$ cat src/rtl/alu_rr_scheduler_if.sv
// alu_rr_scheduler_if: request, shared-ALU and response signals of the round-robin ALU scheduler
interface alu_rr_scheduler_if #(parameter int WIDTH = 8, parameter int OPCODE = 3, parameter int NUM_REQ = 4);
  localparam int ID_W = $clog2(NUM_REQ);
  logic [NUM_REQ-1:0] req_valid;
  logic [NUM_REQ-1:0] req_ready;
  logic [NUM_REQ*OPCODE-1:0] req_op_code;
  logic [NUM_REQ*WIDTH-1:0] req_data_in1;
  logic [NUM_REQ*WIDTH-1:0] req_data_in2;
  logic [OPCODE-1:0] alu_op_code;
  logic [WIDTH-1:0] alu_data_in1;
  logic [WIDTH-1:0] alu_data_in2;
  logic alu_valid_data;
  logic [WIDTH-1:0] alu_data_out;
  logic alu_carry_out;
  logic alu_zero_flag;
  logic rsp_valid;
  logic rsp_ready;
  logic [ID_W-1:0] rsp_id;
  logic [WIDTH-1:0] rsp_data;
  logic rsp_carry;
  logic rsp_zero;
  logic rsp_err;
  logic [15:0] ops_done;
  modport slave (
    input req_valid, req_op_code, req_data_in1, req_data_in2, alu_data_out, alu_carry_out, alu_zero_flag, rsp_ready,
    output req_ready, alu_op_code, alu_data_in1, alu_data_in2, alu_valid_data,
    output rsp_valid, rsp_id, rsp_data, rsp_carry, rsp_zero, rsp_err, ops_done
  );
  modport master (
    output req_valid, req_op_code, req_data_in1, req_data_in2, alu_data_out, alu_carry_out, alu_zero_flag, rsp_ready,
    input req_ready, alu_op_code, alu_data_in1, alu_data_in2, alu_valid_data,
    input rsp_valid, rsp_id, rsp_data, rsp_carry, rsp_zero, rsp_err, ops_done
  );
endinterface

$ cat src/rtl/alu_rr_scheduler.sv
// alu_rr_scheduler: round-robin sharing of one combinational ALU; ALU_RR_SCHED_ILLEGAL_OP_EN traps op 3'b101
module alu_rr_scheduler #(parameter int WIDTH = 8, parameter int OPCODE = 3, parameter int NUM_REQ = 4) (
  input logic clk,
  input logic rst,
  alu_rr_scheduler_if.slave bus
);
  localparam int ID_W = $clog2(NUM_REQ);
  typedef enum logic [1:0] {IDLE, EXEC, RESP} state_t;
  state_t state;
  logic [ID_W-1:0] rr_ptr, grant, nxt_ptr, rsp_id;
  logic found, rsp_valid, rsp_carry, rsp_zero;
  logic [OPCODE-1:0] cmd_op, g_op;
  logic [WIDTH-1:0] cmd_a, cmd_b, g_a, g_b, rsp_data;
  logic [15:0] ops_done;
  always_comb begin
    found = 1'b0;
    grant = rr_ptr;
    for (int k = 0; k < NUM_REQ; k++) begin
      if (!found && bus.req_valid[ID_W'((int'(rr_ptr) + k) % NUM_REQ)]) begin
        found = 1'b1;
        grant = ID_W'((int'(rr_ptr) + k) % NUM_REQ);
      end
    end
  end
  assign g_op = bus.req_op_code[int'(grant)*OPCODE +: OPCODE];
  assign g_a = bus.req_data_in1[int'(grant)*WIDTH +: WIDTH];
  assign g_b = bus.req_data_in2[int'(grant)*WIDTH +: WIDTH];
  assign nxt_ptr = (int'(grant) == NUM_REQ-1) ? '0 : grant + 1'b1;
  // a handshake happens exactly when IDLE finds a valid requester
  assign bus.req_ready = (state == IDLE && found && !rst) ? NUM_REQ'(1) << grant : '0;
  assign bus.alu_op_code = cmd_op;
  assign bus.alu_data_in1 = cmd_a;
  assign bus.alu_data_in2 = cmd_b;
  assign bus.alu_valid_data = state == EXEC;
  assign bus.rsp_valid = rsp_valid;
  assign bus.rsp_id = rsp_id;
  assign bus.rsp_data = rsp_data;
  assign bus.rsp_carry = rsp_carry;
  assign bus.rsp_zero = rsp_zero;
  assign bus.ops_done = ops_done;
`ifdef ALU_RR_SCHED_ILLEGAL_OP_EN
  logic rsp_err;
  assign bus.rsp_err = rsp_err;
`else
  assign bus.rsp_err = 1'b0;
`endif
  always_ff @(posedge clk or posedge rst) begin
    if (rst) begin
      state <= IDLE;
      rr_ptr <= '0;
      cmd_op <= '0;
      cmd_a <= '0;
      cmd_b <= '0;
      rsp_valid <= 1'b0;
      rsp_id <= '0;
      rsp_data <= '0;
      rsp_carry <= 1'b0;
      rsp_zero <= 1'b0;
      ops_done <= '0;
`ifdef ALU_RR_SCHED_ILLEGAL_OP_EN
      rsp_err <= 1'b0;
`endif
    end else begin
      case (state)
        IDLE: if (found) begin
          rr_ptr <= nxt_ptr;
          rsp_id <= grant;
`ifdef ALU_RR_SCHED_ILLEGAL_OP_EN
          // trapped ops bypass the ALU, so its inputs keep their last value
          if (g_op == OPCODE'(5)) begin
            state <= RESP;
            rsp_valid <= 1'b1;
            rsp_data <= '0;
            rsp_carry <= 1'b0;
            rsp_zero <= 1'b1;
            rsp_err <= 1'b1;
          end else begin
            state <= EXEC;
            cmd_op <= g_op;
            cmd_a <= g_a;
            cmd_b <= g_b;
          end
`else
          state <= EXEC;
          cmd_op <= g_op;
          cmd_a <= g_a;
          cmd_b <= g_b;
`endif
        end
        EXEC: begin
          state <= RESP;
          rsp_valid <= 1'b1;
          rsp_data <= bus.alu_data_out;
          rsp_carry <= bus.alu_carry_out;
          rsp_zero <= bus.alu_zero_flag;
`ifdef ALU_RR_SCHED_ILLEGAL_OP_EN
          rsp_err <= 1'b0;
`endif
        end
        RESP: if (bus.rsp_ready) begin
          state <= IDLE;
          rsp_valid <= 1'b0;
          ops_done <= ops_done + 16'd1;
        end
        default: state <= IDLE;
      endcase
    end
  end
endmodule

$ cat src/flat_wrapper.sv
// flat-port wrapper written by rule: the top's interface ports become plain ports
module alu_rr_scheduler_flat 
#(parameter int WIDTH = 8, parameter int OPCODE = 3, parameter int NUM_REQ = 4)
  (clk, rst, bus_req_valid, bus_req_op_code, bus_req_data_in1, bus_req_data_in2, bus_alu_data_out, bus_alu_carry_out, bus_alu_zero_flag, bus_rsp_ready, bus_req_ready, bus_alu_op_code, bus_alu_data_in1, bus_alu_data_in2, bus_alu_valid_data, bus_rsp_valid, bus_rsp_id, bus_rsp_data, bus_rsp_carry, bus_rsp_zero, bus_rsp_err, bus_ops_done);
  alu_rr_scheduler_if #(.WIDTH(WIDTH), .OPCODE(OPCODE), .NUM_REQ(NUM_REQ)) bus_i ();
  input logic clk;
  input logic rst;
  input wire logic [$bits(bus_i.req_valid)-1:0] bus_req_valid;
  input wire logic [$bits(bus_i.req_op_code)-1:0] bus_req_op_code;
  input wire logic [$bits(bus_i.req_data_in1)-1:0] bus_req_data_in1;
  input wire logic [$bits(bus_i.req_data_in2)-1:0] bus_req_data_in2;
  input wire logic [$bits(bus_i.alu_data_out)-1:0] bus_alu_data_out;
  input wire logic [$bits(bus_i.alu_carry_out)-1:0] bus_alu_carry_out;
  input wire logic [$bits(bus_i.alu_zero_flag)-1:0] bus_alu_zero_flag;
  input wire logic [$bits(bus_i.rsp_ready)-1:0] bus_rsp_ready;
  output wire logic [$bits(bus_i.req_ready)-1:0] bus_req_ready;
  output wire logic [$bits(bus_i.alu_op_code)-1:0] bus_alu_op_code;
  output wire logic [$bits(bus_i.alu_data_in1)-1:0] bus_alu_data_in1;
  output wire logic [$bits(bus_i.alu_data_in2)-1:0] bus_alu_data_in2;
  output wire logic [$bits(bus_i.alu_valid_data)-1:0] bus_alu_valid_data;
  output wire logic [$bits(bus_i.rsp_valid)-1:0] bus_rsp_valid;
  output wire logic [$bits(bus_i.rsp_id)-1:0] bus_rsp_id;
  output wire logic [$bits(bus_i.rsp_data)-1:0] bus_rsp_data;
  output wire logic [$bits(bus_i.rsp_carry)-1:0] bus_rsp_carry;
  output wire logic [$bits(bus_i.rsp_zero)-1:0] bus_rsp_zero;
  output wire logic [$bits(bus_i.rsp_err)-1:0] bus_rsp_err;
  output wire logic [$bits(bus_i.ops_done)-1:0] bus_ops_done;
  assign bus_i.req_valid = bus_req_valid;
  assign bus_i.req_op_code = bus_req_op_code;
  assign bus_i.req_data_in1 = bus_req_data_in1;
  assign bus_i.req_data_in2 = bus_req_data_in2;
  assign bus_i.alu_data_out = bus_alu_data_out;
  assign bus_i.alu_carry_out = bus_alu_carry_out;
  assign bus_i.alu_zero_flag = bus_alu_zero_flag;
  assign bus_i.rsp_ready = bus_rsp_ready;
  assign bus_req_ready = bus_i.req_ready;
  assign bus_alu_op_code = bus_i.alu_op_code;
  assign bus_alu_data_in1 = bus_i.alu_data_in1;
  assign bus_alu_data_in2 = bus_i.alu_data_in2;
  assign bus_alu_valid_data = bus_i.alu_valid_data;
  assign bus_rsp_valid = bus_i.rsp_valid;
  assign bus_rsp_id = bus_i.rsp_id;
  assign bus_rsp_data = bus_i.rsp_data;
  assign bus_rsp_carry = bus_i.rsp_carry;
  assign bus_rsp_zero = bus_i.rsp_zero;
  assign bus_rsp_err = bus_i.rsp_err;
  assign bus_ops_done = bus_i.ops_done;
  alu_rr_scheduler #(.WIDTH(WIDTH), .OPCODE(OPCODE), .NUM_REQ(NUM_REQ)) u_core (.clk(clk), .rst(rst), .bus(bus_i));
endmodule
$ cat config.mk
export PLATFORM = sky130hd
export DESIGN_NAME = alu_rr_scheduler_flat
export DESIGN_NICKNAME = d
export VERILOG_FILES = /design/src/rtl/alu_rr_scheduler_if.sv /design/src/rtl/alu_rr_scheduler.sv /design/src/flat_wrapper.sv
export SDC_FILE = /design/constraint.sdc
export NUM_CORES = 1
export LEC_CHECK = 0
export BUFFER_PORTS_ARGS = -buffer_cell sky130_fd_sc_hd__buf_4
export CAP_MARGIN = 25
export CELL_PAD_IN_SITES_DETAIL_PLACEMENT = 1
export CELL_PAD_IN_SITES_GLOBAL_PLACEMENT = 1
export CORE_ASPECT_RATIO = 1.75
export CORE_UTILIZATION = 33
export DETAILED_ROUTE_END_ITERATION = 8
export PLACE_DENSITY = 0.78
export SLEW_MARGIN = 20
export SYNTH_ARGS = -nofsm -noshare
export SYNTH_HDL_FRONTEND = slang
export SYNTH_SLANG_ARGS = --single-unit
$ cat constraint.sdc
create_clock -name clk -period 2.8 [get_ports clk]
set_input_delay 0.14 -clock clk [delete_from_list [all_inputs] [get_ports clk]]
set_output_delay 0.14 -clock clk [all_outputs]
set_load 0.005 [all_outputs]
==> results.toml <==
[sta]
rsz0062_at_grt = "no"
hold_viol_final = 0
fin_crit_ns = 2.363
final.setup.tns_ns = 0
fmax_mhz = 423.1
setup_viol = 0
maxSlewHeadroom_pct = 54.00
fin_skew_ns = 0.006634
period_share_pct = 84.41
drv_slew = 0
tightest_slew_ns = 0.6900

[routing]
wl_per_cell_um = 17.87
drt.antenna.violating_nets = 0
drtIter0Drc = 94
num_vias = 2730
wirelength_um = 8917
routed_via_density = 5.471
drc = 9
firstDrtPassIters = 6

[synth]
synth.distinct_cells = 37
syn_area_per_cell_um2 = 10.46
synth_flop_cell = "dfrtp_1"
synthArstFlopShare_pct = 100.0
syn_inst = 263
synth_edf_count = 0
syn-num-nets = 357
synth_area_mm2 = 0.002750
synth-seq-cells = 52
ys_seq_area_share_pct = 47.32
yosys_warnings = 0

[power]
power_switching_mw = 1.296
p_seq_share_pct = 34.4
comb_power_share_pct = 49.7
ir_worst_vdd_v = 0.0003625
leakagePower_nw = 1.978
internal_power_mw = 2.380
total_power_mw = 3.675
p_per_area_mw_per_mm2 = 893.7
clockPowerShare_pct = 15.8
switching_share_pct = 35.25

[floorplan]
die_h_um = 122.8
core_area_mm2 = 0.008016
rows = 43
dieArea_mm2 = 0.008718
ioPinCount = 147
die_w_um = 71.01
start_util_pct = 34.31

[worst_setup_path]
crit_fanout = 8
slowest_delay_ns = 0.44
path_delay_family = "simple AND/OR/NAND/NOR gates"
cpMaxStageDelayCell = "dfrtp_1"
critPathCaptureType = "register"
crit_type = "register to register"
worstReg2RegStart = "u_core.rr_ptr[1]$_DFFE_PP0P_"
required_ns = 2.97
rr_worst_depth = 6
cp-start-kind = "register"
crit_chain = "and3b_1 > or4_1 > nand2_1 > buf_4 > mux2_1 > a221o_1"
r2r_slack_ns = 0.44
r2r-end = "u_core.bus.alu_op_code[0]$_DFFE_PP0P_"
path_buf_inv = 1
arrival_ns = 2.53

[final_layout]
area.growth.synth_to_final_pct = 49.54
diodes = 0
drive_gt1_share_pct = 43.77
layout.nets = 503

[worst_hold_path]
holdPathEnd = "u_core.bus.rsp_data[1]$_DFFE_PP0P_"
hp-class = "input pin to register"
hold_depth = 2
worst_hold_startpoint = "bus_alu_data_out[1]"

[global_routing]
grt_util_met2_pct = 40.26
antenna_found_initial = 0
grtUsageMet3_pct = 3.530
use_met1_pct = 22.26
grt.busiest_layer = "met2"
grt_start_max_net_pins = 36
grt_pass1_vias = 2975
grt_pass1_wl_um = 14280
overflow = 0
grtUsageTotal_pct = 21.15

[placed_design]
dp_hpwl_um = 6950
portBuffers = 145
place_congestion = 0.8819

[clock_tree]
htree_levels = 2
hold_buffers = 1
cts_resized = 0
cts_tree = "yes"
numCtsBuffers = 5
post_cts_buffers = 0
cts_sinks = 52
clk-insertion-delay-late_ns = 0.29
cts_buffer_depth = 2
clk_pin_slew_ns = 0.06
clk_root_buffer_cell = "clkbuf_16"

[status]
status = "complete, but fails checks"
failed_checks = "design-rule violations"

[flow_run]
drv_cap = 0
==> cell families (layout without fill, tap and decap cells) <==
family / after synthesis / after routing / synth area share (%)
other: 1 / 1 / 0.1364
muxes: 30 / 30 / 12.28
AOI/OAI and AO/OA: 71 / 71 / 17.56
buffers and inverters: 22 / 168 / 3.821
adders and majority gates: 1 / 1 / 0.4549
DFF: 52 / 52 / 47.32
and+or+nand+nor: 70 / 70 / 13.33
xor gates and xnor gates: 16 / 16 / 5.095
==> power groups by stage <==
stage	Combinational [mW]	Clock, mW	Sequential [mW]
after global routing	2.01	0.636	1.31
final	1.83	0.582	1.27
after global placement	1.79	0	1.27
after CTS	1.86	0.602	1.27
after detailed placement	1.87	0	1.27
after floorplan	0.993	0	1.26
==> registers in the layout (all words and copies together), names as in the netlist <==
register / flops
u_core.bus.ops_done: 16
u_core.bus.alu_data_in1: 8
u_core.bus.alu_data_in2: 8
u_core.bus.rsp_data: 8
u_core.bus.alu_op_code: 3
u_core.bus.rsp_id: 2
u_core.rr_ptr: 2
u_core.state: 2
u_core.bus.rsp_carry: 1
u_core.bus.rsp_valid: 1
u_core.bus.rsp_zero: 1
==> placed cells by master, fill, tap and decap left out, drive strengths merged, types with 2 or more instances in the layout <==
master,netlist,final
a21oi,23,23
a221o,19,19
and3b,2,2
buf,8,156
clkbuf,10,6
dfrtp,52,52
inv,4,4
mux2,30,30
nand2,11,11
nand3,23,23
nand4,5,5
nor2,9,9
nor2b,5,5
nor3,5,5
nor4,4,4
o21a,3,3
o21ai,22,22
xnor2,10,10
xor2,6,6
==> worst max-delay path by stage <==
| stage | from | depth (start not counted) | end |
|---|---|---|---|
| 3_5_place_dp | u_core.rr_ptr[1]$_DFFE_PP0P_ | 6 | u_core.bus.alu_op_code[0]$_DFFE_PP0P_ |
| 2_1_floorplan | u_core.rr_ptr[1]$_DFFE_PP0P_ | 6 | u_core.bus.alu_data_in1[4]$_DFFE_PP0P_ |
| 6_report | u_core.rr_ptr[1]$_DFFE_PP0P_ | 6 | u_core.bus.alu_op_code[0]$_DFFE_PP0P_ |
| 4_1_cts | u_core.rr_ptr[1]$_DFFE_PP0P_ | 6 | u_core.bus.alu_op_code[0]$_DFFE_PP0P_ |
| 3_3_place_gp | u_core.rr_ptr[1]$_DFFE_PP0P_ | 6 | u_core.bus.alu_data_in1[1]$_DFFE_PP0P_ |
| 5_1_grt | u_core.rr_ptr[1]$_DFFE_PP0P_ | 6 | u_core.bus.alu_op_code[0]$_DFFE_PP0P_ |
==> cells in the mapped netlist, types with 2 or more instances <==
library cell	number	area [µm²]
o21ai_0	20	100.1
buf_2	3	15.01
a21oi_1	23	115.1
nor4_1	4	25.02
nor3_1	5	25.02
o21a_1	3	22.52
and3b_1	2	17.52
mux2_2	11	123.9
o21ai_1	2	10.01
inv_1	3	11.26
a221o_1	19	190.2
mux2_1	19	214.0
dfrtp_1	52	1301
nand4_1	5	31.28
buf_4	3	22.52
nor2_1	9	33.78
clkbuf_1	10	37.54
nand2_1	11	41.29
nand3_1	23	115.1
xnor2_1	10	87.58
xor2_1	6	52.55
nor2b_1	5	31.28
==> routing by layer <==
layer | vias to the layer above | wire length (µm) | share of wire, %
met2 | 96 | 5104 | 57
met3 | 20 | 356 | 4.0
li1 | 1261 | - | -
met4 | 0 | 261 | 2.9
met1 | 1353 | 3194 | 36
met5 | - | 0 | 0
==> final cells by class <==
| type | instances | area, µm² |
|---|---|---|
| sequential | 52 | 1301 |
| fill | 927 | 3904 |
| timing repair buffer | 157 | 1194 |
| tap | 90 | 112.6 |
| multi-input combinational | 189 | 1356 |
| clock buffer | 6 | 128.9 |
| inverter | 4 | 15.01 |
| clock inverter | 1 | 5.005 |
==> per-stage QoR <==
stage	instances	util, %	setup WS, ns	cell area, µm²	hold WS, ns
2_1_floorplan	263	-	0.7213	2750	0.2917
3_3_place_gp	491	49.51	0.4961	3969	0.1858
3_5_place_dp	491	49.51	0.4024	3969	0.1855
4_1_cts	499	51.30	0.4067	4113	0.07745
5_1_grt	499	51.30	0.2746	4113	0.07293
6_report	499	51.30	0.4366	4113	0.08634
(Power assumes the default switching activity.)
